[src/rtl/wb_stage.sv]
// wb_stage: merges ALU results and in-order load responses into one registered regfile write port.
// Latency: 1 edge from accept to reg_wr_*; load responses win, so ALU sees alu_ready_out=0 while one returns.
// Optional WB_RETIRE_CNT_EN adds retire_cnt_out, a count of retired results.
module wb_stage #(
  parameter int XLEN   = 64,
  parameter int LD_MAX = 2
) (
  input  logic            clk,
  input  logic            rst,
  input  logic            alu_valid_in,
  output logic            alu_ready_out,
  input  logic            alu_wen_in,
  input  logic [4:0]      alu_rd_in,
  input  logic [XLEN-1:0] alu_data_in,
  input  logic            ld_issue_in,
  input  logic [4:0]      ld_issue_rd_in,
  input  logic [2:0]      ld_issue_f3_in,
  input  logic [2:0]      ld_issue_off_in,
  output logic            ld_full_out,
  input  logic            ld_rsp_valid_in,
  input  logic [XLEN-1:0] ld_rsp_data_in,
  output logic [31:0]     busy_out,
  output logic            ld_err_out,
  output logic            reg_wr_en_out,
  output logic [4:0]      reg_wr_addr_out,
  output logic [XLEN-1:0] reg_wr_data_out
`ifdef WB_RETIRE_CNT_EN
  ,
  output logic [63:0]     retire_cnt_out
`endif
);

  localparam int PW = $clog2(LD_MAX);
  localparam int CW = PW + 1;

  logic [4:0]      fifo_rd  [LD_MAX];
  logic [2:0]      fifo_f3  [LD_MAX];
  logic [2:0]      fifo_off [LD_MAX];
  logic [PW-1:0]   rd_ptr;
  logic [PW-1:0]   wr_ptr;
  logic [CW-1:0]   count;
  logic            wr_is_ld;

  logic            full;
  logic            empty;
  logic            push;
  logic            pop;
  logic            bad_issue;
  logic            bad_rsp;
  logic            alu_acc;
  logic [4:0]      head_rd;
  logic [2:0]      head_f3;
  logic [2:0]      head_off;
  logic [XLEN-1:0] shifted;
  logic [XLEN-1:0] ld_data;
  logic            ld_fmt_err;
  logic            nxt_en;
  logic [4:0]      nxt_addr;
  logic [XLEN-1:0] nxt_data;
  logic            nxt_is_ld;
  logic [PW-1:0]   rel;
  logic            still_pending;
  logic [31:0]     busy_nxt;

  assign full          = (count == CW'(LD_MAX));
  assign empty         = (count == '0);
  assign push          = ld_issue_in && !full;
  assign bad_issue     = ld_issue_in && full;
  assign pop           = ld_rsp_valid_in && !empty;
  assign bad_rsp       = ld_rsp_valid_in && empty;
  assign alu_ready_out = !ld_rsp_valid_in;
  assign alu_acc       = alu_valid_in && alu_ready_out;
  assign ld_full_out   = full;
  assign head_rd       = fifo_rd[rd_ptr];
  assign head_f3       = fifo_f3[rd_ptr];
  assign head_off      = fifo_off[rd_ptr];

  // Shifted-in upper bits are zero, so extension only ever sees the selected field.
  always_comb begin
    shifted    = ld_rsp_data_in >> {head_off, 3'b000};
    ld_data    = ld_rsp_data_in;
    ld_fmt_err = 1'b0;
    case (head_f3)
      3'b000:  ld_data = {{(XLEN-8){shifted[7]}}, shifted[7:0]};
      3'b001:  ld_data = {{(XLEN-16){shifted[15]}}, shifted[15:0]};
      3'b010:  ld_data = {{(XLEN-32){shifted[31]}}, shifted[31:0]};
      3'b011:  ld_data = shifted;
      3'b100:  ld_data = {{(XLEN-8){1'b0}}, shifted[7:0]};
      3'b101:  ld_data = {{(XLEN-16){1'b0}}, shifted[15:0]};
      3'b110:  ld_data = {{(XLEN-32){1'b0}}, shifted[31:0]};
      default: begin
        ld_data    = ld_rsp_data_in;
        ld_fmt_err = 1'b1;
      end
    endcase
  end

  always_comb begin
    nxt_en    = 1'b0;
    nxt_addr  = '0;
    nxt_data  = '0;
    nxt_is_ld = 1'b0;
    if (pop) begin
      nxt_en    = (head_rd != 5'd0);
      nxt_addr  = head_rd;
      nxt_data  = ld_data;
      nxt_is_ld = 1'b1;
    end else if (alu_acc) begin
      nxt_en   = alu_wen_in && (alu_rd_in != 5'd0);
      nxt_addr = alu_rd_in;
      nxt_data = alu_data_in;
    end
  end

  // A retiring load keeps its rd busy if a younger load still in the FIFO targets it.
  always_comb begin
    still_pending = 1'b0;
    rel           = '0;
    for (int i = 0; i < LD_MAX; i++) begin
      rel = PW'(i) - rd_ptr;
      if (({1'b0, rel} < count) && (fifo_rd[i] == reg_wr_addr_out))
        still_pending = 1'b1;
    end
    busy_nxt = busy_out;
    if (wr_is_ld && reg_wr_en_out && !still_pending)
      busy_nxt[reg_wr_addr_out] = 1'b0;
    if (push && (ld_issue_rd_in != 5'd0))
      busy_nxt[ld_issue_rd_in] = 1'b1;
  end

  always_ff @(posedge clk) begin
    if (push) begin
      fifo_rd[wr_ptr]  <= ld_issue_rd_in;
      fifo_f3[wr_ptr]  <= ld_issue_f3_in;
      fifo_off[wr_ptr] <= ld_issue_off_in;
    end
  end

  always_ff @(posedge clk) begin
    if (rst) begin
      rd_ptr          <= '0;
      wr_ptr          <= '0;
      count           <= '0;
      busy_out        <= '0;
      ld_err_out      <= 1'b0;
      reg_wr_en_out   <= 1'b0;
      reg_wr_addr_out <= '0;
      reg_wr_data_out <= '0;
      wr_is_ld        <= 1'b0;
    end else begin
      if (push)
        wr_ptr <= wr_ptr + PW'(1);
      if (pop)
        rd_ptr <= rd_ptr + PW'(1);
      count    <= count + CW'(push) - CW'(pop);
      busy_out <= busy_nxt;
      if (bad_issue || bad_rsp || (pop && ld_fmt_err))
        ld_err_out <= 1'b1;
      reg_wr_en_out   <= nxt_en;
      reg_wr_addr_out <= nxt_addr;
      reg_wr_data_out <= nxt_data;
      wr_is_ld        <= nxt_is_ld;
    end
  end

`ifdef WB_RETIRE_CNT_EN
  always_ff @(posedge clk) begin
    if (rst)
      retire_cnt_out <= '0;
    else if (pop || alu_acc)
      retire_cnt_out <= retire_cnt_out + 64'd1;
  end
`endif

endmodule

[config.mk]
export PLATFORM = sky130hd
export DESIGN_NAME = wb_stage
export DESIGN_NICKNAME = d
export VERILOG_FILES = /design/src/rtl/wb_stage.sv
export SDC_FILE = /design/constraint.sdc
export NUM_CORES = 1
export LEC_CHECK = 0
export CAP_MARGIN = 15
export CORE_UTILIZATION = 45
export DETAILED_ROUTE_END_ITERATION = 12
export PLACE_DENSITY_LB_ADDON = 0.12
export SYNTH_ARGS = -nofsm -noshare
export SYNTH_HDL_FRONTEND = slang
export SYNTH_SLANG_ARGS = --single-unit
[constraint.sdc]
create_clock -name clk -period 3.7 [get_ports clk]
set_input_delay 0.37 -clock clk [delete_from_list [all_inputs] [get_ports clk]]
set_output_delay 0.37 -clock clk [all_outputs]
set_load 0.02 [all_outputs]
==> flow_summary.ini <==
[status]
status = completed

[sta]
fin_setup_tns_ps = 0
timing.slew.headroom_pct = 37.99
finalHoldViolCount = 0
worst_slack_ps = 685.4
slew_violations = 0
tightest_slew_ps = 924.0
timing.final.crit_share_pct = 81.48
finalSetupViolations = 0
period_needed_ps = 3015
final.setup_skew_ps = 12.30
max_freq_mhz = 331.7
rsz0062_at_grt = no

[yosys]
synth-seq-area-share_pct = 38.80
synth_area_leaders = dfxtp_1 30%, edfxtp_1 9.0%, o21ai_0 8.3%
ys_types = 57
synth.top_cell.area_share_pct = 29.79
syn_area_um2 = 7326
synth_top_area_cell = dfxtp_1
synth_most_common_cell = o21ai_0
synth-seq-cells = 131
ys.flop_type = dfxtp_1
synth.avg_cell_area_um2 = 8.690
synthTopCellsByCount = 122 x o21ai_0, 113 x nand2_1, 109 x dfxtp_1
async_reset_ff_share_pct = 0
synthCells = 843
ys_warn_count = 0
synth_fp_nets = 995
synth_edf_count = 22

[job]
cap_violations = 0

[placement]
dpl_cell_area_um2 = 10010
pre_cts_ws_ps = 740.3
gp_congestion = 0.9453
port-buffer-count = 254
place_hpwl_um = 19710

[setup_path]
path_delay_family = compound AO/OA/AOI/OAI gates
critPathLaunchType = flop
cp_max_fo = 48
worst_setup_path_end_kind = flop
worstPathArrival_ps = 3380
critPathKind = flop to flop
path_common_cell = buf_4
crit_path_top_delay_cell = dfxtp_1
cp_num_buf_inv = 2
path_cells = mux2i_4 > buf_4 > nand2_1 > a32oi_1 > a32oi_4 > buf_4 > a31oi_4 > a221o_1
worstPathRequired_ps = 4070
max_stage_delay_ps = 620

[clock_tree]
cts.clk_slew.worst_paths_ps = 60
clock-sinks = 131
numCtsBuffers = 17
clk_path_buf_depth = 2
cts_max_level = 4
clkLatencyLatePin_ps = 430
post_cts_buffers = 0
clock-root-buffer = clkbuf_16
tritoncts = yes
cts_hold_buf = 0
cts_resized = 0

[drt]
initialDrtViolationCount = 822
finalWirelength_um = 27060
drt-vias-per-instance = 6.049
ant_nets = 0
route.detailed.drc = 0
vias = 7845
drt-pass1-iter-count = 7
routedWlPerCell_um = 20.86

[floorplan]
fp.dieH_um = 129.6
initial_core_util_pct = 46.12
rows = 46
dieArea_um2 = 16790
num_io_pins = 255
fp.coreArea_um2 = 15890
die_w_um = 129.6

[finish]
antenna_cells = 0
flow.area_growth_from_synthesis_pct = 44.08
post-route-util_pct = 66.45
final_layout_size_suffix_gt1_share_pct = 8.511
fin_area_um2 = 10560
final_nets = 1220
n_fill_cell = 1331

[pwr]
p_per_area_nw_per_um2 = 529.2
total_power_w = 0.005586
ir_drop_v = 0.0004125
leakage_nw = 3.929

[global_routing]
grt_first_pass_wirelength_um = 40620
antenna_found_initial = 0
grt_overflow = 0
grt_pass1_vias = 7205
grt_max_degree = 71
track_usage_pct = 32.36

[hold_path]
hold_path_class = flop to flop
## report_power, final
| group | internal (W) | switching (W) |
|---|---|---|
| Combinational | 0.000972 | 0.00132 |
| Sequential | 0.00162 | 0.000114 |
| Clock | 0.000904 | 0.000657 |
| Total | 0.00350 | 0.00209 |
## per-layer routing
layer / up-vias / GRT usage [%] / part of all wire [%]
met1: 3697 / 42.55 / 41
met5: - / 0 / 0
met3: 77 / 6.441 / 9.5
met2: 484 / 50.68 / 46
li1: 3587 / - / -
met4: 0 / 16.21 / 3.9
## registers in the layout (all words and copies together) (netlist names), named ones only
name             flops
fifo_f3              6
reg_wr_addr_out      5
busy_out            32
rd_ptr               1
reg_wr_en_out        1
wr_ptr               1
count                2
reg_wr_data_out     64
fifo_rd             10
fifo_off             6
wr_is_ld             1
ld_err_out           1
## logic make-up after synthesis
group	count (synthesis)	synth area share, %
AOI/OAI and AO/OA	306	27.29
and+or+nand+nor	262	16.98
DFF	131	38.80
buffers and inverters	80	4.987
muxes	48	9.923
xor gates and xnor gates	14	1.674
adders and majority gates	2	0.3415
## area by class of cell
cell class                 instances  area [um^2]  share of cell area [%]
multi-input combinational        632         4144                   39.26
timing repair buffer             271         2695                   25.53
sequential                       131         2843                   26.93
clock buffer                      19        464.2                   4.398
tap                              216        270.3                   2.560
inverter                          15        56.30                  0.5334
clock inverter                    13        82.58                  0.7824
## metrics by stage
stage	hold slack [ps]	cells
CTS	473.4	1297
global route	504.0	1297
detailed placement	465.6	1265
global placement	457.7	1265
floorplan	468.9	843
finish	470.4	1297
## final timing paths
| check | end | from | depth (start not counted) | slack, ps |
|---|---|---|---|---|
| setup / recovery | reg_wr_data_out[61] | flop | 8 | 690 |
| hold / removal | busy_out[14] | busy_out[14] | 2 | 470 |
| setup reg to reg | reg_wr_data_out[61] | flop | 8 | 690 |
| hold reg to reg | busy_out[14] | busy_out[14] | 2 | 470 |
## worst min-delay path, delay by kind of cell, from the launching register on
family	cells	cell delay [ps]
AO/OA/AOI/OAI	2	120
flip-flops	1	300
## layout by cell type, fill, tap and decap left out, types with 10 or more instances in the layout
| cell type | count |
|---|---|
| a21o_1 | 35 |
| a21oi_1 | 33 |
| a31oi_1 | 42 |
| buf_4 | 15 |
| clkbuf_16 | 18 |
| clkdlybuf4s50_1 | 254 |
| dfxtp_1 | 109 |
| edfxtp_1 | 22 |
| inv_1 | 15 |
| mux2_2 | 10 |
| mux2i_1 | 17 |
| mux4_2 | 18 |
| nand2_1 | 113 |
| nand3_1 | 38 |
| nor2_1 | 46 |
| nor2b_1 | 19 |
| o21ai_0 | 122 |
Note: power is estimated with default switching activity, not from simulation.
